### src/rtl/rv_multicycle_ctrl_if.sv
// rv_multicycle_ctrl_if: request/acknowledge handshake for the shared instruction/data memory port
interface rv_multicycle_ctrl_if;
  logic mem_req;
  logic mem_we;
  logic mem_addr_sel;
  logic mem_ack;
  modport master(output mem_req, mem_we, mem_addr_sel, input mem_ack);
  modport slave(input mem_req, mem_we, mem_addr_sel, output mem_ack);
endinterface

### src/rtl/rv_multicycle_ctrl.sv
// rv_multicycle_ctrl: FETCH/DECODE/EXEC/MEM/WB sequencer for the multicycle RV32I datapath
module rv_multicycle_ctrl #(
  parameter int MEM_TIMEOUT = 16,
  parameter int CNT_W = 32
) (
  input  logic             clk,
  input  logic             rst_n,
  input  logic [31:0]      ir,
  input  logic             branch_taken,
  rv_multicycle_ctrl_if.master mem,
  output logic             ir_we,
  output logic             pc_we,
  output logic             pc_sel,
  output logic [1:0]       alu_a_sel,
  output logic             alu_b_sel,
  output logic [1:0]       alu_op,
  output logic             alu_out_we,
  output logic             reg_we,
  output logic [1:0]       wb_sel,
  output logic [2:0]       state,
  output logic             trap,
  output logic             trap_cause,
  output logic [CNT_W-1:0] instret
);
  typedef enum logic [2:0] {
    FETCH  = 3'd0,
    DECODE = 3'd1,
    EXEC   = 3'd2,
    MEM    = 3'd3,
    WB     = 3'd4,
    TRAP   = 3'd7
  } state_t;
  localparam logic [6:0] OPC_LOAD   = 7'b0000011;
  localparam logic [6:0] OPC_STORE  = 7'b0100011;
  localparam logic [6:0] OPC_OPIMM  = 7'b0010011;
  localparam logic [6:0] OPC_OP     = 7'b0110011;
  localparam logic [6:0] OPC_BRANCH = 7'b1100011;
  localparam logic [6:0] OPC_JAL    = 7'b1101111;
  localparam logic [6:0] OPC_JALR   = 7'b1100111;
  localparam logic [6:0] OPC_LUI    = 7'b0110111;
  localparam logic [6:0] OPC_AUIPC  = 7'b0010111;
  state_t st, st_nx;
  logic [7:0] tcnt;
  logic [6:0] opc;
  logic req, we, asel, retire, legal, timeout;
  logic is_load, is_store, is_jmp, is_alu;
  logic unused_ir;
  assign opc       = ir[6:0];
  assign unused_ir = ^ir[31:7];
  assign legal     = opc inside {OPC_LOAD, OPC_STORE, OPC_OPIMM, OPC_OP, OPC_BRANCH,
                                 OPC_JAL, OPC_JALR, OPC_LUI, OPC_AUIPC};
  assign is_load   = opc == OPC_LOAD;
  assign is_store  = opc == OPC_STORE;
  assign is_jmp    = opc == OPC_JAL || opc == OPC_JALR;
  assign is_alu    = opc == OPC_OP || opc == OPC_OPIMM;
  // An ack landing on the limit cycle still counts as progress
  assign timeout   = (st == FETCH || st == MEM) && !mem.mem_ack && tcnt == 8'(MEM_TIMEOUT - 1);
  always_comb begin
    st_nx      = st;
    req        = 1'b0;
    we         = 1'b0;
    asel       = 1'b0;
    ir_we      = 1'b0;
    pc_we      = 1'b0;
    pc_sel     = 1'b0;
    alu_a_sel  = 2'd0;
    alu_b_sel  = 1'b0;
    alu_op     = 2'd0;
    alu_out_we = 1'b0;
    reg_we     = 1'b0;
    wb_sel     = 2'd0;
    retire     = 1'b0;
    case (st)
      FETCH: begin
        req   = 1'b1;
        ir_we = mem.mem_ack;
        st_nx = mem.mem_ack ? DECODE : timeout ? TRAP : FETCH;
      end
      DECODE: begin
        alu_a_sel  = 2'd1;
        alu_b_sel  = 1'b1;
        alu_out_we = 1'b1;
        st_nx      = legal ? EXEC : TRAP;
      end
      EXEC: begin
        if (opc == OPC_BRANCH) begin
          pc_we  = 1'b1;
          pc_sel = branch_taken;
          retire = 1'b1;
          st_nx  = FETCH;
        end else begin
          // JAL leaves the DECODE-computed target in alu_out untouched
          alu_out_we = opc != OPC_JAL;
          alu_a_sel  = opc == OPC_LUI ? 2'd2 : opc == OPC_AUIPC ? 2'd1 : 2'd0;
          alu_b_sel  = opc != OPC_OP && opc != OPC_JAL;
          alu_op     = is_alu ? 2'd1 : 2'd0;
          st_nx      = (is_load || is_store) ? MEM : WB;
        end
      end
      MEM: begin
        req    = 1'b1;
        asel   = 1'b1;
        we     = is_store;
        pc_we  = is_store && mem.mem_ack;
        retire = is_store && mem.mem_ack;
        st_nx  = mem.mem_ack ? (is_store ? FETCH : WB) : timeout ? TRAP : MEM;
      end
      WB: begin
        reg_we = 1'b1;
        pc_we  = 1'b1;
        retire = 1'b1;
        wb_sel = is_load ? 2'd1 : is_jmp ? 2'd2 : 2'd0;
        pc_sel = is_jmp;
        st_nx  = FETCH;
      end
      TRAP:    st_nx = TRAP;
      default: st_nx = FETCH;
    endcase
    // An instruction caught by reset must not touch architectural state
    if (!rst_n) {req, we, ir_we, pc_we, alu_out_we, reg_we, retire} = '0;
  end
  always_ff @(posedge clk) begin
    if (!rst_n) begin
      st         <= FETCH;
      tcnt       <= '0;
      instret    <= '0;
      trap_cause <= 1'b0;
    end else begin
      st      <= st_nx;
      tcnt    <= (st_nx != st || !req || mem.mem_ack) ? '0 : tcnt + 8'd1;
      instret <= instret + CNT_W'(retire);
      if (st_nx == TRAP && st != TRAP) trap_cause <= timeout;
    end
  end
  assign mem.mem_req      = req;
  assign mem.mem_we       = we;
  assign mem.mem_addr_sel = asel;
  assign state            = st;
  assign trap             = st == TRAP;
endmodule

### src/flat_wrapper.sv
// flat-port wrapper written by rule: the top's interface ports become plain ports
module rv_multicycle_ctrl_flat 
#(
  parameter int MEM_TIMEOUT = 16,
  parameter int CNT_W = 32
)
  (clk, rst_n, ir, branch_taken, ir_we, pc_we, pc_sel, alu_a_sel, alu_b_sel, alu_op, alu_out_we, reg_we, wb_sel, state, trap, trap_cause, instret, mem_mem_req, mem_mem_we, mem_mem_addr_sel, mem_mem_ack);
  rv_multicycle_ctrl_if mem_i ();
  input  logic clk;
  input  logic rst_n;
  input  logic [31:0] ir;
  input  logic branch_taken;
  output logic ir_we;
  output logic pc_we;
  output logic pc_sel;
  output logic [1:0] alu_a_sel;
  output logic alu_b_sel;
  output logic [1:0] alu_op;
  output logic alu_out_we;
  output logic reg_we;
  output logic [1:0] wb_sel;
  output logic [2:0] state;
  output logic trap;
  output logic trap_cause;
  output logic [CNT_W-1:0] instret;
  output wire logic [$bits(mem_i.mem_req)-1:0] mem_mem_req;
  output wire logic [$bits(mem_i.mem_we)-1:0] mem_mem_we;
  output wire logic [$bits(mem_i.mem_addr_sel)-1:0] mem_mem_addr_sel;
  input wire logic [$bits(mem_i.mem_ack)-1:0] mem_mem_ack;
  assign mem_mem_req = mem_i.mem_req;
  assign mem_mem_we = mem_i.mem_we;
  assign mem_mem_addr_sel = mem_i.mem_addr_sel;
  assign mem_i.mem_ack = mem_mem_ack;
  rv_multicycle_ctrl #(.MEM_TIMEOUT(MEM_TIMEOUT), .CNT_W(CNT_W)) u_core (.clk(clk), .rst_n(rst_n), .ir(ir), .branch_taken(branch_taken), .mem(mem_i), .ir_we(ir_we), .pc_we(pc_we), .pc_sel(pc_sel), .alu_a_sel(alu_a_sel), .alu_b_sel(alu_b_sel), .alu_op(alu_op), .alu_out_we(alu_out_we), .reg_we(reg_we), .wb_sel(wb_sel), .state(state), .trap(trap), .trap_cause(trap_cause), .instret(instret));
endmodule
### config.mk
export PLATFORM = sky130hd
export DESIGN_NAME = rv_multicycle_ctrl_flat
export DESIGN_NICKNAME = d
export VERILOG_FILES = /design/src/rtl/rv_multicycle_ctrl_if.sv /design/src/rtl/rv_multicycle_ctrl.sv /design/src/flat_wrapper.sv
export SDC_FILE = /design/constraint.sdc
export NUM_CORES = 1
export LEC_CHECK = 0
export CAP_MARGIN = 30
export CORE_MARGIN = 8
export CORE_UTILIZATION = 44
export CTS_CLUSTER_SIZE = 20
export DETAILED_ROUTE_END_ITERATION = 10
export PLACE_DENSITY = 0.82
export SETUP_SLACK_MARGIN = 0.5
export SYNTH_ARGS = -nofsm -noshare
export SYNTH_HDL_FRONTEND = slang
export SYNTH_SLANG_ARGS = --single-unit
export TNS_END_PERCENT = 1
### constraint.sdc
create_clock -name clk -period 4.6 [get_ports clk]
set_clock_uncertainty 0.15 [all_clocks]
set_input_delay 0.92 -clock clk [delete_from_list [all_inputs] [get_ports clk]]
set_output_delay 0.92 -clock clk [all_outputs]
set_load 0.03 [all_outputs]
==> summary.md <==
| Metric | Value |
|---|---|
| Status | `finished clean` |
| Final-report max-slew violation count | `0` |
| CP Data Arrival Time | `slightly below 3000 ps` |
| Slew @ Worst Pin | `550.8 ps` |
| Number of global-route vias before repair | `2129` |
| Clock Path Buffers | `2` |
| Int Pwr | `0.5990 mW` |
| Die area | `slightly below 0.008 mm2` |
| Post-cts hold buffer count | `0` |
| Design area | `0.003049 mm2` |
| Drc violations | `0` |
| Combinational Power Share | `0.152` |
| Postcts setup bufs | `0` |
| Synth top area cells | `dfxtp_1 (39%), nor2_1 (4.6%), a21oi_1 (4.2%)` |
| Diode count | `0` |
| Final wirelength | `6040 um` |
| RSZ-0062 raised after global routing | `yes` |
| Ys Warns | `0` |
| Post-synth EDFFs | `0` |
| Initial antenna violation count | `0` |
| Worst hold slack | `338.6 ps` |
| MaxCap Viol Count | `0` |
| Ys flop type | `dfxtp_1` |
| Area growth syn-to-layout | `33.61%` |
| Initial core utilization | `0.4526` |
| Worst Path Buf+Inv | `2` |
| Slack of the critical path | `around 600 ps` |
| Via count | `2261` |
| Mapped Cells | `around 280` |
| Synthesized cell area | `0.002282 mm2` |
| Fmax | `249.2 MHz` |
| Die width | `88.02 um` |
| Worst Setup Start Kind | `input port` |
| Share of cells above drive strength 1 | `0.05373` |
| Critical path type | `in -> out` |
| Crit path required time | `3530 ps` |
| Antenna Nets Post-Route | `0` |
| Top cell type's share of synthesized area | `0.3860` |
| Cts bufs inserted | `5` |
| Initial DRC count | `178` |
| Leak | `between 1 and 1.5 nW` |
| First-pass GRT wire length | `approximately 10000 um` |
| Hold Vio Cnt, Final | `0` |
| #FFs+latches synth | `44` |
| Die height | `88.02 um` |
| Cell breakdown of the critical path | `clkdlybuf4s50_1 -> and4bb_2 -> nand3_1 -> nor4_1 -> clkdlybuf4s50_1` |
| Max IR drop VDD | `184.5 uV` |
| Sequential share of the synthesized area | `0.3860` |
| Worst skew pair latency | `300 ps` |
| Crit share post-route | `0.8723` |
| Register share of total power | `0.488` |
| Wire per inst | `14.91 um` |
| TritonCTS clock tree | `built` |
| Std-Cell Rows | `26` |
| Relative slew slack | `0.6294` |
| Final nets | `373` |
| Sw frac | `0.2655` |
| Core Util, Final | `0.6047` |
| Clk pin slew, worst setup/hold paths | `around 80 ps` |
| # setup viols final | `0` |
| Delay-heaviest family, CP | `buffers and inverters` |
| GP Congestion | `0.8501` |
| # port buffers | `61` |
| Largest net degree at the start of global routing | `34` |
| Top cell by count, worst path | `clkdlybuf4s50_1` |
| DP Wirelength | `around 4400 um` |
| PwrDens | `267.5 mW/mm2` |
| Psw | `0.2166 mW` |
| Setup crit end kind | `output port` |
| Post-Syn Nets | `approximately 320` |
| Fillers | `442` |
| Total GRT Usage | `0.1581` |
| Avg Cell Area, Syn | `roughly 8.3 um2` |
| Grt total ovfl | `0` |
| H-tree depth reported by CTS | `2` |
| Final min period | `~4000 ps` |
| DP Area | `0.002943 mm2` |
| Pre-antenna DRT Iters | `5` |
| CP max FO | `7` |
| Clock share of power | `0.360` |
| Avg Vias per Cell | `between 5 and 6` |
| Final TNS setup | `0 ps` |
| # clock sinks | `44` |
| IO Pins | `88` |
| Worst slack, placed | `approximately 400 ps` |
| Area of the core | `0.005042 mm2` |
| Async SR Flop Fraction | `0` |
| CP max stage delay | `750 ps` |
| Critical-path top delay cell | `clkdlybuf4s50_1` |
| Clk root buf | `clkbuf_8` |
| Hold WC Path Type | `reg -> reg` |
| Largest area contributor in the netlist | `dfxtp_1` |
| Post-synth cell types | `47` |
==> cell families after synthesis <==
| family | count (synthesis) | synth area share |
|---|---|---|
| simple gates | 135 | 0.3290 |
| compound gates | 51 | 0.1464 |
| flops | 44 | 0.3860 |
| buf+inv | 21 | 0.03948 |
| xor+xnor | 20 | 0.07675 |
| fa+ha+maj | 3 | 0.01645 |
| other cells | 1 | 0.001643 |
| mux | 1 | 0.004386 |
==> sequential cells by signal (all words and copies together) (netlist names) <==
register,count
u_core.instret,32
u_core.tcnt,8
u_core.trap_cause,1
u_core.state,3
==> synthesized netlist by cell type (all sizes together), types with 2 or more instances <==
cell type   n
o41ai       2
nand2      18
dfxtp      44
or3         9
and2        3
ha          3
or4        13
xor2       10
or2         3
o31ai      12
nand3      17
nor3       10
xnor2      10
buf         4
a21oi      19
nand4       9
o21ai       8
a32o        2
clkbuf      9
nor4        6
nor2       28
inv         8
nand2b      3
and3        8
==> worst reg2reg max path: cells and delay by family, from the launching register on <==
kind,cells,cell delay (ps)
simple gates,6,1970
compound gates,2,310
flops,1,480
fa+ha+maj,1,220
==> layout by cell type (no fill, tap or decap), drive strengths merged, types with 2 or more instances in the layout <==
master	n
clkdlybuf4s50	60
o21ai	8
xor2	10
nor4	6
or3	9
ha	3
nand3	17
or4	13
o31ai	12
a32o	2
nor2	28
clkbuf	6
o41ai	2
and3	8
nand2	18
or2	3
nand2b	3
dfxtp	44
buf	3
inv	8
and2	3
nor3	10
xnor2	10
a21oi	19
nand4	9
==> final cells by class <==
type	count	area [um2]	share of cell area
Clock buffer	6	72.57	0.02380
Multi-Input combinational cell	211	1311	0.4300
Timing Repair Buffer	64	631.9	0.2072
Clock inverter	2	35.03	0.01149
Sequential cell	44	880.8	0.2889
Inverter	8	30.03	0.009848
Tap cell	70	87.58	0.02872
==> power groups by stage <==
stage          Combinational [mW]  Clock (mW)  Sequential (mW)
2_1_floorplan              0.0707           0            0.409
3_3_place_gp                0.123           0            0.406
3_5_place_dp                0.124           0            0.406
4_1_cts                     0.124       0.298            0.398
5_1_grt                     0.134       0.313            0.400
6_report                    0.124       0.293            0.398
==> worst paths after layout <==
| kind | from | endpoint | slack (ps) | cells past startpoint |
|---|---|---|---|---|
| min reg2reg | u_core.tcnt[0] | u_core.tcnt[0] | 340 | 1 |
| max reg2reg | u_core.state[1] | u_core.instret[17] | 1420 | 9 |
| max | ir[2] | mem_mem_we | 590 | 5 |
| min | u_core.tcnt[0] | u_core.tcnt[0] | 340 | 1 |
==> stage by stage <==
| stage | power, mW | std cells |
|---|---|---|
| 2_1_floorplan | 0.4793 | 276 |
| 3_3_place_gp | 0.5291 | 397 |
| 3_5_place_dp | 0.5301 | 397 |
| 4_1_cts | 0.8197 | 405 |
| 5_1_grt | 0.8467 | 405 |
| 6_report | 0.8156 | 405 |
==> what timing repair did <==
action | CTS | global route
cloned | 0 | 0
setup endpoints to repair | 1 | 5
resized for setup | 1 | 1
==> routing by layer <==
layer  track usage  wire [um]
met1        0.1847       2577
met2        0.2565       2845
met3       0.06004        547
met4       0.05837         70
met5             0          0
Note: power is estimated with default switching activity, not from simulation.
==> edit, RTL diff (config.mk and constraints unchanged) <==
`CNT_W` is set to 32 in 2 places; all go to 16.
--- a/src/rtl/rv_multicycle_ctrl.sv
+++ b/src/rtl/rv_multicycle_ctrl.sv
@@ -1,7 +1,7 @@
 // rv_multicycle_ctrl: FETCH/DECODE/EXEC/MEM/WB sequencer for the multicycle RV32I datapath
 module rv_multicycle_ctrl #(
   parameter int MEM_TIMEOUT = 16,
-  parameter int CNT_W = 32
+  parameter int CNT_W = 16
 ) (
   input  logic             clk,
   input  logic             rst_n,
--- a/src/flat_wrapper.sv
+++ b/src/flat_wrapper.sv
@@ -2,7 +2,7 @@
 module rv_multicycle_ctrl_flat 
 #(
   parameter int MEM_TIMEOUT = 16,
-  parameter int CNT_W = 32
+  parameter int CNT_W = 16
 )
   (clk, rst_n, ir, branch_taken, ir_we, pc_we, pc_sel, alu_a_sel, alu_b_sel, alu_op, alu_out_we, reg_we, wb_sel, state, trap, trap_cause, instret, mem_mem_req, mem_mem_we, mem_mem_addr_sel, mem_mem_ack);
   rv_multicycle_ctrl_if mem_i ();
Ports: changed (resized instret); port bits go from 88 to 72. The function was not compared with the original's and may differ.
==> edit against the unedited design <==
Sequential cell count is 16 lower; sequential power is 27% lower; worst setup slack worse by 67 ps; power is 5.5% lower; sequential share of layout area is 2.6 points lower; die area is 25% lower; wire length is 36% lower; synthesized area is 30% lower; combinational power grew to 2.6 times the old value; clock power is 45% lower; cell area is 30% lower; count of clock-buffer cells in the layout is 3 lower; largest power group is now combinational cells; highest routed layer unchanged.
==> edit: results (changes against the unedited design) <==
[yosys]
synthArstFlopShare_pct=0  ; unchanged
mappedNetlistNets=234  ; -26%
synth_area_leaders=dfxtp_1, xor2_1, nor2_1
synth_common_cells=dfxtp_1, nor2_1, nand2_1, a21oi_1, nand3_1
synth.avg_cell_area_um2=8.194  ; -0.91%
yosysSeqAreaShare_pct=35.08  ; -3.5 points
ys_types=51  ; +8.5%

[clock_network]
clkLatencyLatePin_ps=330  ; +30 ps
post_cts_resized=0  ; -1
htree_levels=1  ; -1
root_buffer=clkbuf_4
clockBufferDepth=2  ; unchanged
cts_made_buffers=3  ; -2
clkSlewWorstSetupHoldPaths_ps=140  ; +60 ps

[setup_path]
slowest_delay_ps=600  ; -150 ps
r2r_end=u_core.instret[14]
reg2reg_depth=10  ; +1
worstPathArrival_ps=3010  ; +70 ps
cp_max_fo=6  ; -1
r2r_setup_slack_ps=1580  ; +160 ps

[route]
vias_per_cell=5.540  ; -0.76%
routed_wl_um=3857  ; -36%
drtIter0Drc=73  ; -59%
drt_pass1_iterations=4  ; -1

[pwr]
leakage_uw=0.0007468  ; -26%
swShare_pct=37.94  ; +11 points
ir_worst_vdd_mv=0.2108  ; +14%

[sta]
holdWs_ps=307.2  ; -31.36 ps
setup_viol=0  ; unchanged
maxSlewHeadroom_pct=65.00  ; +2.1 points

[min_path]
hold_start=u_core.tcnt[0]
worstHoldEndpoint=u_core.tcnt[0]
hp-class=reg -> reg

[grt]
antenna_found_initial=0  ; unchanged
grt_pass1_vias=1486  ; -30%
grt_pass1_wl_um=6575  ; -33%
grt_max_degree=17  ; -50%
grt_usage_pct=13.00  ; -2.8 points

[final_layout]
finalNonFillerCells=285  ; -30%
largest_reg_flops=16  ; -50%
n_antenna_cell=0  ; unchanged
final_layout_size_suffix_gt1_share_pct=6.751  ; +1.4 points

[placement]
dp_cells=281  ; -29%
place_congestion=0.8457  ; -0.52%
place_hpwl_um=3004  ; -32%
portBuffers=45  ; -26%

[status]
outcome=completed

edit: changes by cell type after synthesis, sizes merged, moves of 5 or more:
cell	unedited run	this run
a21oi	19	11
nand4	9	2
nor2	28	23
nand2	18	13
clkbuf	9	4
o31ai	12	3
or4	13	2
dfxtp	44	28
edit: worst max-delay path, delay by kind of cell:
family | cells | cell delay, ps
and+or+nand+nor | 2 | 780
AOI/OAI and AO/OA | 2 | 260
buffers and inverters | 2 | 1040
edit: worst max-delay path by stage:
stage	start	to	slack, ps	cells past startpoint
6_report	ir[3]	alu_b_sel	520	6
5_1_grt	ir[4]	alu_b_sel	400	6
4_1_cts	ir[3]	pc_sel	510	5
3_5_place_dp	ir[4]	alu_b_sel	520	6
3_3_place_gp	ir[3]	pc_sel	510	5
2_1_floorplan	rst_n	u_core.instret[14]	1160	9
edit: cell families after synthesis:
group / share of synthesized area, %
other cells: 0.2347
xor+xnor: 8.770
mux: 0.6265
fa+ha+maj: 2.350
flops: 35.08
buf+inv: 4.698
simple gates: 34.22
compound gates: 14.02
edit: per-layer routing:
| layer | vias to the layer above | wire length, um | GRT usage, % |
|---|---|---|---|
| met2 | 46 | 1701 | 21.68 |
| met4 | 0 | 48 | 3.654 |
| met1 | 732 | 1837 | 15.69 |
| li1 | 795 | - | - |
| met3 | 6 | 269 | 3.892 |
| met5 | - | 0 | 0 |
edit: per-stage QoR:
stage          instance area (um2)  total power, uW  setup slack, ps  util, %
6_report                      2130            771.0            520.6    59.51
2_1_floorplan                 1598            505.5             1155        -
4_1_cts                       2127            774.9            512.9    59.44
3_5_place_dp                  2074            615.3            522.1    57.97
3_3_place_gp                  2074            614.7            513.8    57.97
5_1_grt                       2130            811.2            399.4    59.51
edit: final cells by class:
cell class	instances	area [um2]
sequential	28	560.5
tap	48	60.06
clock buffer	3	22.52
fill	318	1449
inverter	9	33.78
clock inverter	1	30.03
multi-input combinational	150	962.2
timing repair buffer	46	460.4
edit: power groups by stage:
stage,sequential (uW),clock [uW],combinational [uW]
after detailed placement,296,0,319
after floorplan,298,0,207
after CTS,291,164,321
after global routing,296,172,343
final,292,161,319
after global placement,296,0,319
